$ cat config.mk
export PLATFORM = sky130hd
export DESIGN_NAME = hwrandom_uart_array_flat
export DESIGN_NICKNAME = d
export VERILOG_FILES = /design/src/rtl/hwrandom_pkg.sv /design/src/rtl/hwrandom_uart_array_if.sv /design/src/rtl/hwrandom_uart_tx.sv /design/src/rtl/hwrandom_uart_array.sv /design/src/flat_wrapper.sv
export SDC_FILE = /design/constraint.sdc
export NUM_CORES = 1
export LEC_CHECK = 0
export ABC_AREA = 1
export ABC_CLOCK_PERIOD_IN_PS = 1600
export CAP_MARGIN = 25
export CORE_MARGIN = 8
export CORE_UTILIZATION = 51
export DETAILED_ROUTE_END_ITERATION = 8
export GPL_ROUTABILITY_DRIVEN = 0
export PLACE_DENSITY = 0.76
export SLEW_MARGIN = 15
export SYNTH_ARGS = -nofsm -noshare
export SYNTH_HDL_FRONTEND = slang
export SYNTH_SLANG_ARGS = --single-unit
export TNS_END_PERCENT = 50
$ cat constraint.sdc
create_clock -name clk -period 1.6 [get_ports clk]
set_input_delay 0.32 -clock clk [delete_from_list [all_inputs] [get_ports clk]]
set_output_delay 0.32 -clock clk [all_outputs]
set_load 0.05 [all_outputs]
$ cat src/rtl/hwrandom_pkg.sv
// Shared types and helpers for the hwrandom UART array: UART state encoding,
// frame length and baud divider computation.
package hwrandom_pkg;

    typedef enum logic [1:0] {
        IDLE,
        START,
        DATA,
        STOP
    } uart_state_e;

    localparam int FRAME_BITS = 10;

    function automatic int calcBaudDiv(input int clkFreq, input int baud);
        return clkFreq / baud;
    endfunction

endpackage

$ cat src/rtl/hwrandom_uart_array_if.sv
// Entropy input / UART output bundle of hwrandom_uart_array; the slave side
// is the design, the master side drives raw bits and observes outputs.
interface hwrandom_uart_array_if #(
    parameter int NUM_PORTS = 1
);
    logic                 raw_bit;
    logic                 raw_valid;
    logic [NUM_PORTS-1:0] TxD;
    logic                 health_fail;
    logic [31:0]          disp_word;

    modport master (
        output raw_bit,
        output raw_valid,
        input  TxD,
        input  health_fail,
        input  disp_word
    );

    modport slave (
        input  raw_bit,
        input  raw_valid,
        output TxD,
        output health_fail,
        output disp_word
    );
endinterface

$ cat src/rtl/hwrandom_uart_tx.sv
// Single 8N1 UART transmitter: accepts a byte while idle and shifts it out
// LSB first, one bit every BAUD_DIV clocks.
module hwrandom_uart_tx
    import hwrandom_pkg::*;
#(
    parameter int BAUD_DIV = 434
) (
    input  logic       clk,
    input  logic       reset_n,
    input  logic       i_load,
    input  logic [7:0] i_data,
    output logic       o_idle,
    output logic       o_txd
);

    localparam int CNT_W     = (BAUD_DIV > 2) ? $clog2(BAUD_DIV) : 1;
    localparam int DATA_BITS = FRAME_BITS - 2;
    localparam logic [CNT_W-1:0] CNT_LAST = CNT_W'(BAUD_DIV - 1);

    uart_state_e      r_state;
    logic [CNT_W-1:0] r_baudCnt;
    logic [2:0]       r_bitCnt;
    logic [7:0]       r_shift;
    logic             r_txd;
    logic             w_baudDone;

    assign w_baudDone = (r_baudCnt == CNT_LAST);

    // The line level is registered so a load shows the start bit one cycle later.
    always_ff @(posedge clk or negedge reset_n) begin
        if (!reset_n) begin
            r_state   <= IDLE;
            r_baudCnt <= '0;
            r_bitCnt  <= '0;
            r_shift   <= '0;
            r_txd     <= 1'b1;
        end else begin
            case (r_state)
                IDLE: begin
                    if (i_load) begin
                        r_state   <= START;
                        r_shift   <= i_data;
                        r_baudCnt <= '0;
                        r_bitCnt  <= '0;
                        r_txd     <= 1'b0;
                    end
                end
                START: begin
                    if (w_baudDone) begin
                        r_state   <= DATA;
                        r_baudCnt <= '0;
                        r_txd     <= r_shift[0];
                    end else begin
                        r_baudCnt <= r_baudCnt + 1'b1;
                    end
                end
                DATA: begin
                    if (w_baudDone) begin
                        r_baudCnt <= '0;
                        if (r_bitCnt == 3'(DATA_BITS - 1)) begin
                            r_state <= STOP;
                            r_txd   <= 1'b1;
                        end else begin
                            r_bitCnt <= r_bitCnt + 1'b1;
                            r_shift  <= {1'b0, r_shift[7:1]};
                            r_txd    <= r_shift[1];
                        end
                    end else begin
                        r_baudCnt <= r_baudCnt + 1'b1;
                    end
                end
                STOP: begin
                    if (w_baudDone) begin
                        r_state   <= IDLE;
                        r_baudCnt <= '0;
                    end else begin
                        r_baudCnt <= r_baudCnt + 1'b1;
                    end
                end
                default: r_state <= IDLE;
            endcase
        end
    end

    assign o_idle = (r_state == IDLE);
    assign o_txd  = r_txd;

endmodule

$ cat src/rtl/hwrandom_uart_array.sv
// Entropy output stage: repetition-count health test, byte assembly and
// round-robin dispatch over NUM_PORTS UARTs. Define HWRANDOM_VON_NEUMANN_EN
// to debias the raw stream before assembly.
module hwrandom_uart_array
    import hwrandom_pkg::*;
#(
    parameter int NUM_PORTS  = 1,
    parameter int CLK_FREQ   = 50_000_000,
    parameter int BAUD       = 115200,
    parameter int RCT_CUTOFF = 32
) (
    input  logic                  clk,
    input  logic                  reset_n,
    hwrandom_uart_array_if.slave  bus
);

    localparam int BAUD_DIV = calcBaudDiv(CLK_FREQ, BAUD);
    localparam int PTR_W    = (NUM_PORTS > 1) ? $clog2(NUM_PORTS) : 1;
    localparam logic [7:0] RCT_LIMIT = 8'(RCT_CUTOFF);

    logic                 r_lastBit;
    logic [7:0]           r_runCnt;
    logic                 r_healthFail;
    logic [7:0]           w_nextRun;

    logic                 w_accValid;
    logic                 w_accBit;

    logic [7:0]           r_shift;
    logic [2:0]           r_bitCnt;
    logic [7:0]           r_hold;
    logic                 r_holdValid;
    logic [PTR_W-1:0]     r_ptr;
    logic [31:0]          r_dispWord;

    logic [NUM_PORTS-1:0] w_portIdle;
    logic [NUM_PORTS-1:0] w_load;
    logic [NUM_PORTS-1:0] w_txd;
    logic                 w_ptrIdle;
    logic                 w_dispatch;
    logic                 w_holdFree;
    logic [7:0]           w_newShift;

    always_comb begin
        w_nextRun = r_runCnt;
        if (bus.raw_valid) begin
            if (r_runCnt == 8'd0 || bus.raw_bit != r_lastBit) begin
                w_nextRun = 8'd1;
            end else if (r_runCnt != 8'hFF) begin
                w_nextRun = r_runCnt + 1'b1;
            end
        end
    end

    // The flag is set from the next count so it is visible the cycle after the tripping bit.
    always_ff @(posedge clk or negedge reset_n) begin
        if (!reset_n) begin
            r_lastBit    <= 1'b0;
            r_runCnt     <= '0;
            r_healthFail <= 1'b0;
        end else begin
            if (bus.raw_valid) begin
                r_lastBit <= bus.raw_bit;
                r_runCnt  <= w_nextRun;
            end
            if (w_nextRun >= RCT_LIMIT) begin
                r_healthFail <= 1'b1;
            end
        end
    end

`ifdef HWRANDOM_VON_NEUMANN_EN
    logic r_pairHave;
    logic r_pairFirst;

    always_ff @(posedge clk or negedge reset_n) begin
        if (!reset_n) begin
            r_pairHave  <= 1'b0;
            r_pairFirst <= 1'b0;
        end else if (r_healthFail) begin
            r_pairHave  <= 1'b0;
            r_pairFirst <= 1'b0;
        end else if (bus.raw_valid) begin
            r_pairHave <= !r_pairHave;
            if (!r_pairHave) begin
                r_pairFirst <= bus.raw_bit;
            end
        end
    end

    assign w_accValid = bus.raw_valid && r_pairHave && (bus.raw_bit != r_pairFirst) && !r_healthFail;
    assign w_accBit   = r_pairFirst;
`else
    assign w_accValid = bus.raw_valid && !r_healthFail;
    assign w_accBit   = bus.raw_bit;
`endif

    always_comb begin
        w_ptrIdle = 1'b0;
        for (int i = 0; i < NUM_PORTS; i++) begin
            if (r_ptr == PTR_W'(i)) begin
                w_ptrIdle = w_portIdle[i];
            end
        end
    end

    assign w_dispatch = r_holdValid && !r_healthFail && w_ptrIdle;
    // A byte leaving the holding register frees it for a byte completing this same cycle.
    assign w_holdFree = !r_holdValid || w_dispatch;
    assign w_newShift = {w_accBit, r_shift[7:1]};

    always_ff @(posedge clk or negedge reset_n) begin
        if (!reset_n) begin
            r_shift     <= '0;
            r_bitCnt    <= '0;
            r_hold      <= '0;
            r_holdValid <= 1'b0;
            r_ptr       <= '0;
            r_dispWord  <= '0;
        end else if (r_healthFail) begin
            r_shift     <= '0;
            r_bitCnt    <= '0;
            r_hold      <= '0;
            r_holdValid <= 1'b0;
        end else begin
            if (w_dispatch) begin
                r_holdValid <= 1'b0;
                r_dispWord  <= {r_dispWord[23:0], r_hold};
                r_ptr       <= (r_ptr == PTR_W'(NUM_PORTS - 1)) ? '0 : r_ptr + 1'b1;
            end
            if (w_accValid && w_holdFree) begin
                r_shift <= w_newShift;
                if (r_bitCnt == 3'd7) begin
                    r_hold      <= w_newShift;
                    r_holdValid <= 1'b1;
                    r_bitCnt    <= '0;
                end else begin
                    r_bitCnt <= r_bitCnt + 1'b1;
                end
            end
        end
    end

    for (genvar g = 0; g < NUM_PORTS; g++) begin : gPort
        assign w_load[g] = w_dispatch && (r_ptr == PTR_W'(g));

        hwrandom_uart_tx #(
            .BAUD_DIV (BAUD_DIV)
        ) uTx (
            .clk     (clk),
            .reset_n (reset_n),
            .i_load  (w_load[g]),
            .i_data  (r_hold),
            .o_idle  (w_portIdle[g]),
            .o_txd   (w_txd[g])
        );
    end

    assign bus.TxD         = w_txd;
    assign bus.health_fail = r_healthFail;
    assign bus.disp_word   = r_dispWord;

endmodule

$ cat src/flat_wrapper.sv
// flat-port wrapper written by rule: the top's interface ports become plain ports
module hwrandom_uart_array_flat import hwrandom_pkg::*;
#(
    parameter int NUM_PORTS  = 1,
    parameter int CLK_FREQ   = 50_000_000,
    parameter int BAUD       = 115200,
    parameter int RCT_CUTOFF = 32
)
  (clk, reset_n, bus_raw_bit, bus_raw_valid, bus_TxD, bus_health_fail, bus_disp_word);
  hwrandom_uart_array_if #(.NUM_PORTS(NUM_PORTS)) bus_i ();
  input  logic clk;
  input  logic reset_n;
  input wire logic [$bits(bus_i.raw_bit)-1:0] bus_raw_bit;
  input wire logic [$bits(bus_i.raw_valid)-1:0] bus_raw_valid;
  output wire logic [$bits(bus_i.TxD)-1:0] bus_TxD;
  output wire logic [$bits(bus_i.health_fail)-1:0] bus_health_fail;
  output wire logic [$bits(bus_i.disp_word)-1:0] bus_disp_word;
  assign bus_i.raw_bit = bus_raw_bit;
  assign bus_i.raw_valid = bus_raw_valid;
  assign bus_TxD = bus_i.TxD;
  assign bus_health_fail = bus_i.health_fail;
  assign bus_disp_word = bus_i.disp_word;
  hwrandom_uart_array #(.NUM_PORTS(NUM_PORTS), .CLK_FREQ(CLK_FREQ), .BAUD(BAUD), .RCT_CUTOFF(RCT_CUTOFF)) u_core (.clk(clk), .reset_n(reset_n), .bus(bus_i));
endmodule
==> results.md <==
* GR Overflow Total at 0
* Share of the synthesized area in the top cell type at 53.6%
* DRC violations left at 0
* Fmax at 576 MHz
* CP Launch Type: flip-flop
* Die width at 103 um
* Pwr/cell area at 781 mW/mm^2
* Drt first pass iters at 5
* Endpoints failing setup at 12
* Reg2Reg Depth at 10
* Worst path bufs/invs at 1
* Final ANT Viol Nets at 0
* CTS sink cnt at 84
* EDFF count, synth at 0
* Final Util at 68.9%
* Initial Util at 53.2%
* NumNets Final at 534
* Post-synthesis instance total at 441
* Final Slew Violations at 0
* WL per Instance at 13.5 um
* CP max-delay cell: dfrtp_1
* CTS Root Buffer Type: clkbuf_8
* Syn_nets at 458
* Post-Syn Area at 0.00388 mm^2
* Worst VDD drop at 0.573 mV
* # placed instances at 589
* Yosys synthesis warning count at 0
* Port Buffers at 37
* Worst-Margin Slew at 0.387 ns
* RSZ-0062 raised after global routing: yes
* CTS clock-pin slew for the worst setup and hold paths at 0.09 ns
* R2r setup slk at -0.14 ns
* TritonCTS clock tree: done
* Total Routing Usage GR at 16.4%
* Cell leakage power at 2.45 nW
* Layout cells sized above 1 at 28.4%
* Post-DR vias/cell at 5.09
* CP delay by family, top: simple AND/OR/NAND/NOR gates
* Layout Skew at 0.0135 ns
* Most frequent CP cell: nand2_2
* Reg2reg start: u_core.gPort[0].uTx.r_baudCnt[0]
* Final antenna diode count at 0
* Status: complete, but fails checks
* Via count at 3159
* Tcrit/Tclk final at 108%
* Critical path required time at 1.84 ns
* Library cells used by synthesis at 33
* Synth area leader: dfrtp_1
* Detailed Route Iter0 Violations at 161
* Total power at 3.92 mW
* # rows at 31
* Final Hold Fails at 0
* Area contributors post-synth: dfrtp_1 54%, nand2_1 11%, inv_1 4.7%, o21ai_0 4.6%, nor2_1 4.3%
* Element type at the critical path end: flip-flop
* Die area at 0.0106 mm^2
* Largest net degree at the start of global routing at 45
* Layout area overhead at 29.7%
* Tmin final at 1.74 ns
* Total wire length at 8370 um
* Worst skew pair latency at 0.36 ns
* Die Span Y at 103 um
* Hold_ws at 0.448 ns
* Seq/Total Area, Yosys at 54.3%
* CTS H-tree lvls at 3
* Max-slew headroom at 74.2%
* CTS Buf Count at 9
* Critical Path AT at 1.98 ns
* # IOs at 38
* Worst r2r dst: u_core.gPort[0].uTx.r_shift[6]
* CTS Buffer Depth at 2
* Core area at 0.00729 mm^2
* First-pass GRT wire length at 13800 um
* Cell Count, Final, Fillers Out at 621
* Vias in the first global route at 3000
* PnR worst setup slack at -0.136 ns
* Failing checks: negative setup slack
* FFs w/ async S/R, synth at 100%
* Register bit count reported by yosys at 84
* Max stage delay on crit path at 0.43 ns
* Dpl hpwl at 5610 um
* Top FF cell, synth: dfrtp_1
* Worst-path fanout max at 5
* Crit path launch: u_core.gPort[0].uTx.r_baudCnt[0]
* Hold Crit Class: input port to asynchronous set/reset pin
* Mean Syn Cell Area at 8.79 um^2
* CP Class: flip-flop to flip-flop
* Max cap viols at 0
* Initial antenna violation count at 0
* Crit-path cells: ha_2 > nand2_2 > nor3_4 > nand2_2 > nand2_2 > nand2_2 > nor2_4 > clkinvlp_4 > nand2_1 > nand2_1
-- cell families (layout without fill, tap and decap cells) --
logic type	count (synthesis)	count (layout)	share of synthesized area [%]
buffers and inverters	65	146	6.94
adder cells (fa/ha/maj)	13	13	4.20
multiplexers	8	8	2.32
AND/OR/NAND/NOR	197	197	21.3
XOR/XNOR	2	2	0.452
AO/OA/AOI/OAI	72	72	10.5
flip-flops	84	84	54.3
-- per-stage QoR --
step / setup slack (ns) / cell area (um^2) / TNS, ns
2_1_floorplan: 0.0149 / 3880 / 0
3_3_place_gp: -0.00265 / 4560 / -0.00265
3_5_place_dp: -0.0451 / 4560 / -0.302
4_1_cts: -0.0399 / 4930 / -0.156
5_1_grt: -0.307 / 5030 / -4.37
6_report: -0.136 / 5030 / -1.10
-- where the power goes --
group	internal [mW]	total [mW]	switching, mW
clock	0.668	1.47	0.800
combinational	0.0984	0.252	0.154
sequential	2.16	2.20	0.0484
total	2.92	3.92	1.00
-- cell type report --
type	count	area, um^2
Timing Repair Buffer	75	756
Timing Repair inverter	1	7.51
Multi-Input combinational cell	292	1630
Clock buffer	11	151
Tap cell	99	124
Fill cell	570	2270
Clock inverter	5	45.0
Inverter	54	208
Sequential cell	84	2110
-- synthesized netlist by cell type, drive strengths merged, types with 2 or more instances --
master / count
o21a: 2
o22ai: 13
inv: 54
nand2: 117
mux2: 8
nor3: 6
nand3: 25
clkbuf: 2
dfrtp: 83
xor2: 2
o21ai: 37
nor2: 47
a22oi: 3
a21oi: 14
buf: 9
ha: 13
-- timing repair --
action,4_1_cts,5_1_grt
setup buffers,12,3
hold buffers,1,0
gates resized for setup,19,31
pin swaps,7,4
endpoints found under the hold margin,25,0
setup endpoints to repair,17,46
cloned,1,0
-- layer usage --
| metal | global-route usage [%] | wire length, um |
|---|---|---|
| met1 | 21.4 | 3780 |
| met2 | 25.8 | 4010 |
| met3 | 3.41 | 416 |
| met4 | 7.34 | 165 |
| met5 | 0 | 0 |
-- registers in the layout (all words and copies together), names as in the netlist --
signal and cells:
u_core.r_shift 7, u_core.r_hold 8, u_core.bus.health_fail 1, u_core.r_holdValid 1, u_core.gPort.uTx.o_txd 1, u_core.gPort.uTx.r_state 2, u_core.gPort.uTx.r_baudCnt 9, u_core.r_bitCnt 3
u_core.r_runCnt 8, u_core.gPort.uTx.r_shift 8, u_core.gPort.uTx.r_bitCnt 3, u_core.r_lastBit 1, u_core.bus.disp_word 32
-- how the worst max path moves through the flow --
stage / end / depth (start not counted) / slack (ns)
2_1_floorplan: u_core.gPort[0].uTx.r_shift[7] / 12 / 0.01
3_3_place_gp: u_core.r_shift[3] / 7 / -0.003
3_5_place_dp: u_core.gPort[0].uTx.r_shift[3] / 12 / -0.05
4_1_cts: u_core.gPort[0].uTx.r_shift[2] / 12 / -0.04
5_1_grt: u_core.gPort[0].uTx.r_shift[6] / 10 / -0.31
6_report: u_core.gPort[0].uTx.r_shift[6] / 10 / -0.14
-- layout by cell type (no fill, tap or decap), types with 6 or more instances in the layout --
| cell | count |
|---|---|
| o21ai_0 | 32 |
| ha_1 | 8 |
| o22ai_1 | 13 |
| nand2_1 | 100 |
| buf_6 | 6 |
| nand3_1 | 23 |
| a21oi_1 | 11 |
| inv_1 | 44 |
| buf_4 | 53 |
| dfrtp_1 | 81 |
| mux2_2 | 8 |
| inv_2 | 9 |
| buf_12 | 13 |
| nand2_2 | 16 |
| clkbuf_8 | 11 |
| nor2_1 | 42 |
Power figures use the tool's default switching activity.
